$ cat src/rtl/sm4_word_adapter.sv
// sm4_word_adapter
// Bridges a 32-bit valid/ready plaintext stream to a 128-bit SM4 block core
// and streams the 128-bit result back out as four 32-bit ciphertext words.
// Word order on both streams: first word <-> bits [127:96].
// Optional RUN watchdog: define SM4_ADAPTER_TIMEOUT_EN to build the 6-bit
// timeout counter and the sticky ERR flag; otherwise ERR is tied low.
module sm4_word_adapter (
  input  logic         CLK,
  input  logic         RST,
  input  logic         KEY_LOAD,
  input  logic [127:0] KEY_IN,
  input  logic         S_VALID,
  output logic         S_READY,
  input  logic [31:0]  S_DATA,
  output logic         M_VALID,
  input  logic         M_READY,
  output logic [31:0]  M_DATA,
  output logic         CORE_RST_N,
  output logic         CORE_EN,
  output logic [127:0] CORE_DATA,
  output logic [127:0] CORE_KEY,
  input  logic [127:0] CORE_RESULT,
  input  logic         CORE_READY,
  output logic         BUSY,
  output logic         ERR
);

  typedef enum logic [2:0] {
    IDLE    = 3'd0,
    COLLECT = 3'd1,
    CLR     = 3'd2,
    RUN     = 3'd3,
    EMIT    = 3'd4
  } state_t;

  state_t         state;
  state_t         next_state;
  logic [1:0]     word_cnt;
  logic [1:0]     out_idx;
  logic [127:0]   data_reg;
  logic [127:0]   key_reg;
  logic [127:0]   result_reg;
  logic           core_clr;
  logic           s_beat;
  logic           m_beat;
  logic           core_done;
  logic           key_open;

  // A beat is accepted only in COLLECT because S_READY is a pure COLLECT decode.
  assign s_beat    = (state == COLLECT) && S_VALID;
  assign m_beat    = (state == EMIT) && M_READY;
  assign core_done = (state == RUN) && CORE_READY;
  assign key_open  = (state == IDLE) || (state == COLLECT);

`ifdef SM4_ADAPTER_TIMEOUT_EN
  logic [5:0] tmo_cnt;
  logic       tmo_hit;
  logic       err_reg;

  // The counter reaches 63 on the edge that closes the 63rd RUN cycle.
  assign tmo_hit = (state == RUN) && !CORE_READY && (tmo_cnt == 6'd62);
`endif

  // State register.
  // NOTE: sequential state uses non-blocking assignments with the async reset
  // in the sensitivity list, so every flop samples pre-edge values and the
  // reset takes effect without waiting for a clock.
  always_ff @(posedge CLK or posedge RST) begin
    if (RST) state <= IDLE;
    else     state <= next_state;
  end

  // Next-state decode and per-state control outputs.
  // NOTE: every output of this block gets a default before the case, so no
  // path leaves a variable unassigned and no latch is inferred.
  always_comb begin
    next_state = state;
    S_READY    = 1'b0;
    M_VALID    = 1'b0;
    CORE_EN    = 1'b0;
    BUSY       = 1'b0;
    core_clr   = 1'b0;
    case (state)
      IDLE: begin
        next_state = COLLECT;
      end
      COLLECT: begin
        S_READY = 1'b1;
        if (S_VALID && (word_cnt == 2'd3)) next_state = CLR;
      end
      CLR: begin
        BUSY       = 1'b1;
        core_clr   = 1'b1;
        next_state = RUN;
      end
      RUN: begin
        BUSY    = 1'b1;
        CORE_EN = 1'b1;
        if (CORE_READY) next_state = EMIT;
`ifdef SM4_ADAPTER_TIMEOUT_EN
        else if (tmo_hit) next_state = COLLECT;
`endif
      end
      EMIT: begin
        BUSY    = 1'b1;
        M_VALID = 1'b1;
        if (M_READY && (out_idx == 2'd3)) next_state = COLLECT;
      end
      default: begin
        next_state = IDLE;
      end
    endcase
    // The core is held in reset while the adapter is reset and for the single
    // CLR cycle that separates consecutive blocks.
    CORE_RST_N = !RST && !core_clr;
  end

  // Plaintext word capture: word n lands in bits [127-32n -: 32].
  // NOTE: the wide data, key and result registers are reset too, so a reset
  // mid-block cannot leak a stale plaintext, key or ciphertext to either side.
  always_ff @(posedge CLK or posedge RST) begin
    if (RST) begin
      word_cnt <= 2'd0;
      data_reg <= '0;
    end else if (s_beat) begin
      // {~word_cnt, 5'd0} is (3 - word_cnt) * 32, the low bit of the slot.
      data_reg[{~word_cnt, 5'd0} +: 32] <= S_DATA;
      word_cnt <= word_cnt + 2'd1;
    end
  end

  // Key capture, open only while no block is in flight; a load on the fourth
  // input beat therefore still applies to that block.
  always_ff @(posedge CLK or posedge RST) begin
    if (RST) begin
      key_reg <= '0;
    end else if (KEY_LOAD && key_open) begin
      key_reg <= KEY_IN;
    end
  end

  // Result capture on the single RUN cycle in which the core reports done.
  always_ff @(posedge CLK or posedge RST) begin
    if (RST) begin
      result_reg <= '0;
    end else if (core_done) begin
      result_reg <= CORE_RESULT;
    end
  end

  // Output word index, advanced only by an accepted output beat.
  always_ff @(posedge CLK or posedge RST) begin
    if (RST) begin
      out_idx <= 2'd0;
    end else if (m_beat) begin
      out_idx <= out_idx + 2'd1;
    end
  end

`ifdef SM4_ADAPTER_TIMEOUT_EN
  // RUN watchdog: cleared in CLR (the only way into RUN), counts RUN cycles,
  // and latches ERR until the next adapter reset.
  always_ff @(posedge CLK or posedge RST) begin
    if (RST) begin
      tmo_cnt <= 6'd0;
      err_reg <= 1'b0;
    end else begin
      if (state == CLR) begin
        tmo_cnt <= 6'd0;
      end else if ((state == RUN) && !CORE_READY) begin
        tmo_cnt <= tmo_cnt + 6'd1;
      end
      if (tmo_hit) err_reg <= 1'b1;
    end
  end

  assign ERR = err_reg;
`else
  assign ERR = 1'b0;
`endif

  assign CORE_DATA = data_reg;
  assign CORE_KEY  = key_reg;
  // M_DATA depends only on registers, so it cannot move while a beat stalls.
  assign M_DATA    = result_reg[{~out_idx, 5'd0} +: 32];

endmodule

$ cat config.mk
export PLATFORM = sky130hd
export DESIGN_NAME = sm4_word_adapter
export DESIGN_NICKNAME = d
export VERILOG_FILES = /design/src/rtl/sm4_word_adapter.sv
export SDC_FILE = /design/constraint.sdc
export NUM_CORES = 1
export LEC_CHECK = 0
export BUFFER_PORTS_ARGS = -buffer_cell sky130_fd_sc_hd__buf_4
export CAP_MARGIN = 25
export CELL_PAD_IN_SITES_DETAIL_PLACEMENT = 0
export CELL_PAD_IN_SITES_GLOBAL_PLACEMENT = 1
export CORE_AREA = 2 2 229 231
export CTS_BUF_LIST = sky130_fd_sc_hd__clkbuf_2 sky130_fd_sc_hd__clkbuf_4 sky130_fd_sc_hd__clkbuf_8
export CTS_CLUSTER_DIAMETER = 80
export DETAILED_ROUTE_END_ITERATION = 7
export DIE_AREA = 0 0 231 233
export PLACE_DENSITY_LB_ADDON = 0.08
export SLEW_MARGIN = 20
export SYNTH_ARGS = -nofsm -noshare
export SYNTH_HDL_FRONTEND = slang
export SYNTH_SLANG_ARGS = --single-unit
$ cat constraint.sdc
create_clock -name CLK -period 29.5 [get_ports CLK]
set_input_delay 2.95 -clock CLK [delete_from_list [all_inputs] [get_ports CLK]]
set_output_delay 2.95 -clock CLK [all_outputs]
set_load 0.01 [all_outputs]
==> impl_metrics.py, run 1 <==
metrics = {
    "timing": {
        "finalHoldViolations": 0,
        "tightest_slew_ns": 0.968,
        "slew_violations": 0,
        "hold_slack_ns": 0.505,
        "fmax_ghz": 0.154,
        "min_period_over_period_pct": 22.0,
        "setup_viol": 0,
        "tns_ns": 0,
        "fin_skew_ns": 0.0241,
        "post-route-min-period_ns": 6.49,
        "grt_setup_unrepaired": "false",
        "relSlewSlack_pct": 35.5,
    },
    "yosys": {
        "ys_seq_area_share_pct": 58.9,
        "syn_area_um2": 16600,
        "yosysTopAreaCellShare_pct": 58.9,
        "synthFlopType": "dfrtp_1",
        "synth_fp_nets": 1509,
        "synthMostInstantiatedCell": "dfrtp_1",
        "synth_area_leaders": "dfrtp_1 (59%), mux2_2 (10%), mux2_4 (9.9%)",
        "ys_ff_latch": 391,
        "avgSynthCellArea_um2": 13.7,
        "syn_inst": 1209,
        "yosysWarningCount": 0,
        "yosys-top-cells-count": "dfrtp_1 (391), mux2_2 (148), mux2_4 (109), o21ai_0 (108), inv_1 (102)",
        "yosys.area.top_type": "dfrtp_1",
        "async_flop_share_pct": 100,
        "yosysUniqueCellTypes": 31,
        "synth_edf_count": 0,
    },
    "die": {
        "coreArea_um2": 51100,
        "die_w_um": 231,
        "start_util_pct": 32.5,
        "ioPinCount": 588,
        "chipHeight_um": 233,
        "dieArea_um2": 53800,
        "rows": 83,
    },
    "global_routing": {
        "use_met3_pct": 7.01,
        "grt.busiest_layer": "met2",
        "use_met2_pct": 33.5,
        "grt_overflow_total": 0,
        "grt_max_degree": 157,
        "antenna_found_initial": 10,
        "track_usage_pct": 20.6,
        "grt_pass1_wl_um": 82300,
        "grt_pass1_vias": 12438,
        "grt_use_met1_pct": 24.9,
    },
    "power_and_ir_drop": {
        "power_density_nw_per_um2": 107,
        "power_leakage_nw": 11.1,
        "irDropWorstVdd_mv": 0.0437,
    },
    "min_path": {
        "min_from": "CORE_KEY[84]",
        "holdPathEnd": "CORE_KEY[84]",
        "hp-class": "reg -> reg",
        "hold_depth": 1,
    },
    "clocking": {
        "ctsHoldBuffers": 0,
        "cts_root_buffer": "clkbuf_8",
        "clock-sinks": 391,
        "clk_pin_slew_ns": 0.05,
        "post-cts-setup-buffers": 0,
        "cts_tree": "done",
        "cts_buffers": 73,
        "cts-htree-levels": 3,
        "clock_path_buffers": 3,
        "cts_resized": 0,
        "insertion_delay_ns": 0.63,
    },
    "setup_path": {
        "rrSetupSlack_ns": 26.00,
        "r2r_start": "state[2]",
        "r2r_end": "result_reg[113]",
        "crit_path_top_delay_cell": "nor2_1",
        "reg2reg_depth": 6,
        "critPathCaptureType": "output port",
        "cp.arrival_ns": 3.54,
        "timing.critical_path.mode_cell": "buf_4",
        "start_kind": "input port",
        "critical_path.max_fanout": 2,
        "worstSetupPathType": "in -> out",
        "path_cells": "buf_4 -> nor2_1 -> buf_4",
        "required_ns": 26.55,
        "slowest_delay_ns": 0.25,
    },
    "cells_and_area": {
        "fillers": 4814,
        "nets": 2098,
        "drive_gt1_share_pct": 56.2,
        "syn_to_final_growth_pct": 39.8,
    },
    "routing": {
        "post_drt_wl_per_cell_um": 22.2,
        "antenna_left": 0,
        "vias": 11911,
        "drc_errors": 0,
        "routed_wl_um": 56500,
        "drt_iter0_markers": 605,
        "drt_pre_antenna_iters": 5,
        "vias_per_cell": 4.69,
    },
    "run_status": {
        "status": "finished clean",
    },
    "place": {
        "portBuffers": 586,
        "dp_hpwl_um": 40400,
        "gp_congestion": 0.777,
    },
    "job": {
        "cap_violations": 0,
    },
}
## area by class of cell
class | instances | area, um2 | share of cell area (%)
clock buffers | 121 | 1480 | 6.37
repair buffers | 612 | 4650 | 20.0
multi-input cells | 618 | 5980 | 25.8
diodes | 9 | 22.5 | 0.0971
flip-flops and latches | 391 | 9790 | 42.2
well taps | 680 | 851 | 3.67
clock inverters | 7 | 41.3 | 0.178
inverters | 102 | 395 | 1.70
## cells in the final DEF (no fill, tap or decap), types with 36 or more instances in the layout
| master | netlist | routed |
|---|---|---|
| nand4_1 | 96 | 96 |
| o21ai_0 | 108 | 108 |
| nand2_1 | 36 | 36 |
| dfrtp_1 | 391 | 389 |
| inv_1 | 102 | 101 |
| mux2_2 | 148 | 148 |
| clkbuf_8 | 0 | 91 |
| buf_4 | 3 | 608 |
| mux2_4 | 109 | 109 |
## where the power goes
group	leakage (nW)	switching, mW	internal [mW]	total [mW]
Sequential	4.85	0.131	0.770	0.901
Clock	0.817	0.229	0.314	0.543
Combinational	5.46	0.495	0.554	1.05
Total	11.1	0.855	1.64	2.49
## cells by family (layout without fill, tap and decap cells)
logic type                 Yosys count  count (layout)  synth area share [%]
adders and majority gates            6               6                 0.452
AOI/OAI and AO/OA                  168             168                  5.55
DFF                                391             391                  58.9
other                                1              10                0.0226
and+or+nand+nor                    152             152                  5.35
muxes                              289             289                  24.2
buffers and inverters              200             842                  5.34
xor gates and xnor gates             2               2                 0.106
## metal layers
layer	vias to the layer above	routed length [um]	part of all wire, %
met1	5884	22200	39
li1	5472	-	-
met2	470	27700	49
met3	83	4880	8.6
met4	2	1630	2.9
met5	-	13	0.023
## critical path, delay by kind of cell
kind / cells / cell delay, ns
simple gates: 1 / 0.25
buf+inv: 2 / 0.33
## worst max-delay path by stage
stage                     cells after the start  slack (ns)           end  start
after floorplan                               1       15.68  CORE_DATA[0]    RST
after global placement                        3       23.00    CORE_RST_N    RST
after detailed placement                      3       22.99    CORE_RST_N    RST
after CTS                                     3       22.99    CORE_RST_N    RST
after global routing                          3       22.98    CORE_RST_N    RST
final                                         3       23.01    CORE_RST_N    RST
## metrics by stage
step | area, um2 | std cells | worst slack (ns) | util, % | total power, mW
6_report | 23200 | 2540 | 23.01 | 45.4 | 2.49
5_1_grt | 23200 | 2540 | 22.98 | 45.4 | 2.65
4_1_cts | 23200 | 2531 | 22.99 | 45.4 | 2.53
3_5_place_dp | 21700 | 2403 | 22.99 | 42.4 | 1.97
3_3_place_gp | 21600 | 2399 | 23.00 | 42.2 | 1.95
2_1_floorplan | 16600 | 1209 | 15.68 | - | 1.45
Note: power is estimated with default switching activity, not from simulation.
==> inputs of run 2 (changes only) <==
--- a/config.mk
+++ b/config.mk
@@ -9,11 +9,11 @@
 export CAP_MARGIN = 25
 export CELL_PAD_IN_SITES_DETAIL_PLACEMENT = 0
 export CELL_PAD_IN_SITES_GLOBAL_PLACEMENT = 1
-export CORE_AREA = 2 2 229 231
+export CORE_AREA = 2 2 230 232
 export CTS_BUF_LIST = sky130_fd_sc_hd__clkbuf_2 sky130_fd_sc_hd__clkbuf_4 sky130_fd_sc_hd__clkbuf_8
 export CTS_CLUSTER_DIAMETER = 80
 export DETAILED_ROUTE_END_ITERATION = 7
-export DIE_AREA = 0 0 231 233
+export DIE_AREA = 0 0 232 234
 export PLACE_DENSITY_LB_ADDON = 0.08
 export SLEW_MARGIN = 20
 export SYNTH_ARGS = -nofsm -noshare
==> constraint.sdc (replaced) <==
create_clock -name CLK -period 6.8 [get_ports CLK]
set_input_delay 0.68 -clock CLK [delete_from_list [all_inputs] [get_ports CLK]]
set_output_delay 0.68 -clock CLK [all_outputs]
set_load 0.01 [all_outputs]
==> impl_metrics.py, run 2 (same netlist as run 1, synthesis figures left out) <==
metrics = {
    "setup_path": {
        "critical_path.max_fanout": 34,
        "required_ns": 6.12,
        "cp.arrival_ns": 2.37,
        "worstSetupPathType": "reg -> out",
        "r2r_end": "CORE_DATA[21]",
        "r2r_start": "word_cnt[0]",
        "critPathCaptureType": "output port",
        "reg2reg_depth": 6,
        "start_kind": "register",
        "rrSetupSlack_ns": 4.06,
    },
    "global_routing": {
        "grt_pass1_vias": 12311,
        "grt_max_degree": 157,
        "grt_pass1_wl_um": 81400,
        "antenna_found_initial": 3,
        "grt_overflow_total": 0,
        "track_usage_pct": 20.1,
    },
    "timing": {
        "post-route-min-period_ns": 3.05,
        "fin_skew_ns": 0.0276,
        "fin_ws_ns": 3.75,
        "tightest_slew_ns": 1.03,
        "slew_violations": 0,
        "relSlewSlack_pct": 31.4,
        "fmax_ghz": 0.328,
        "finalHoldViolations": 0,
        "grt_setup_unrepaired": "false",
        "tns_ns": 0,
        "min_period_over_period_pct": 44.9,
        "setup_viol": 0,
    },
    "clocking": {
        "ctsHoldBuffers": 0,
        "cts-htree-levels": 3,
        "cts_tree": "done",
        "cts_root_buffer": "clkbuf_8",
        "cts_buffers": 74,
        "clock-sinks": 391,
        "clk_pin_slew_ns": 0.06,
        "cts_resized": 0,
        "clock_path_buffers": 3,
        "insertion_delay_ns": 0.63,
        "post-cts-setup-buffers": 0,
    },
    "routing": {
        "routed_wl_um": 56000,
        "post_drt_wl_per_cell_um": 22.1,
        "antenna_left": 0,
        "drc_errors": 0,
        "vias_per_cell": 4.68,
        "drt_iter0_markers": 580,
        "vias": 11863,
        "drt_pre_antenna_iters": 5,
    },
    "cells_and_area": {
        "mostFrequentLayoutCells": "buf_4 (606), dfrtp_1 (389), mux2_2 (148)",
        "drive_gt1_share_pct": 56.1,
        "nets": 2096,
        "mostFrequentLayoutCell": "buf_4",
        "syn_to_final_growth_pct": 39.2,
        "fillers": 4952,
    },
    "power_and_ir_drop": {
        "power_leakage_nw": 11.1,
        "irDropWorstVdd_mv": 0.195,
        "power_density_nw_per_um2": 465,
    },
    "job": {
        "cap_violations": 0,
    },
    "die": {
        "chipHeight_um": 234,
        "rows": 84,
        "die_w_um": 232,
        "coreArea_um2": 52000,
        "ioPinCount": 588,
        "start_util_pct": 31.9,
        "dieArea_um2": 54300,
    },
    "place": {
        "portBuffers": 586,
        "gp_congestion": 0.772,
        "dp_hpwl_um": 39400,
        "post-place-ws_ns": 3.79,
    },
    "run_status": {
        "status": "finished clean",
    },
    "min_path": {
        "hp-class": "in -> async",
    },
}
[run 2: how the worst max path moves through the flow]
stage          slack [ns]        from  cells after the start               to
6_report             3.75  out_idx[0]                      3       M_DATA[13]
5_1_grt              3.57  out_idx[0]                      3       M_DATA[13]
4_1_cts              3.62  out_idx[0]                      3       M_DATA[13]
3_5_place_dp         3.79  CORE_READY                      5  result_reg[125]
3_3_place_gp         3.81  CORE_READY                      5  result_reg[119]
2_1_floorplan        0.86         RST                      1     CORE_DATA[0]
[run 2: through the flow]
step / cell area, um2 / utilization [%] / instances / total power, mW / hold WS [ns]
after global routing: 23100 / 44.4 / 2535 / 11.4 / 0.205
after detailed placement: 21600 / 41.6 / 2408 / 8.50 / 0.490
after floorplan: 16600 / - / 1209 / 6.31 / 0.475
after CTS: 23100 / 44.4 / 2533 / 10.9 / 0.200
after global placement: 21600 / 41.5 / 2407 / 8.44 / 0.483
final: 23100 / 44.4 / 2535 / 10.8 / 0.238
[run 2: critical path, stage by stage, from the launching register on]
cell and delay (ns):
dfrtp_2 0.34, buf_4 0.59, mux4_2 0.61, buf_4 0.18
[run 2: metal layers]
metal | wire length (um) | global-route usage, % | vias to the layer above
met5 | 13 | 0 | -
met4 | 989 | 5.35 | 2
met3 | 4890 | 7.90 | 82
met2 | 27800 | 33.6 | 415
met1 | 22300 | 24.3 | 5906
li1 | - | - | 5458
[run 2: final cells by class]
cell class / count / area, um2 / share of cell area [%]
timing repair buffer: 609 / 4620 / 20.0
clock inverter: 2 / 12.5 / 0.0541
multi-input combinational: 618 / 5970 / 25.8
tap: 688 / 861 / 3.72
inverter: 102 / 387 / 1.67
antenna: 2 / 5.00 / 0.0217
sequential: 391 / 9790 / 42.3
clock buffer: 123 / 1470 / 6.38
[run 2: report_power, final]
part	internal [mW]	switching, mW	leakage, nW
clock network	1.35	0.997	0.798
logic	2.39	2.11	5.43
registers	3.34	0.566	4.85
total	7.08	3.67	11.1
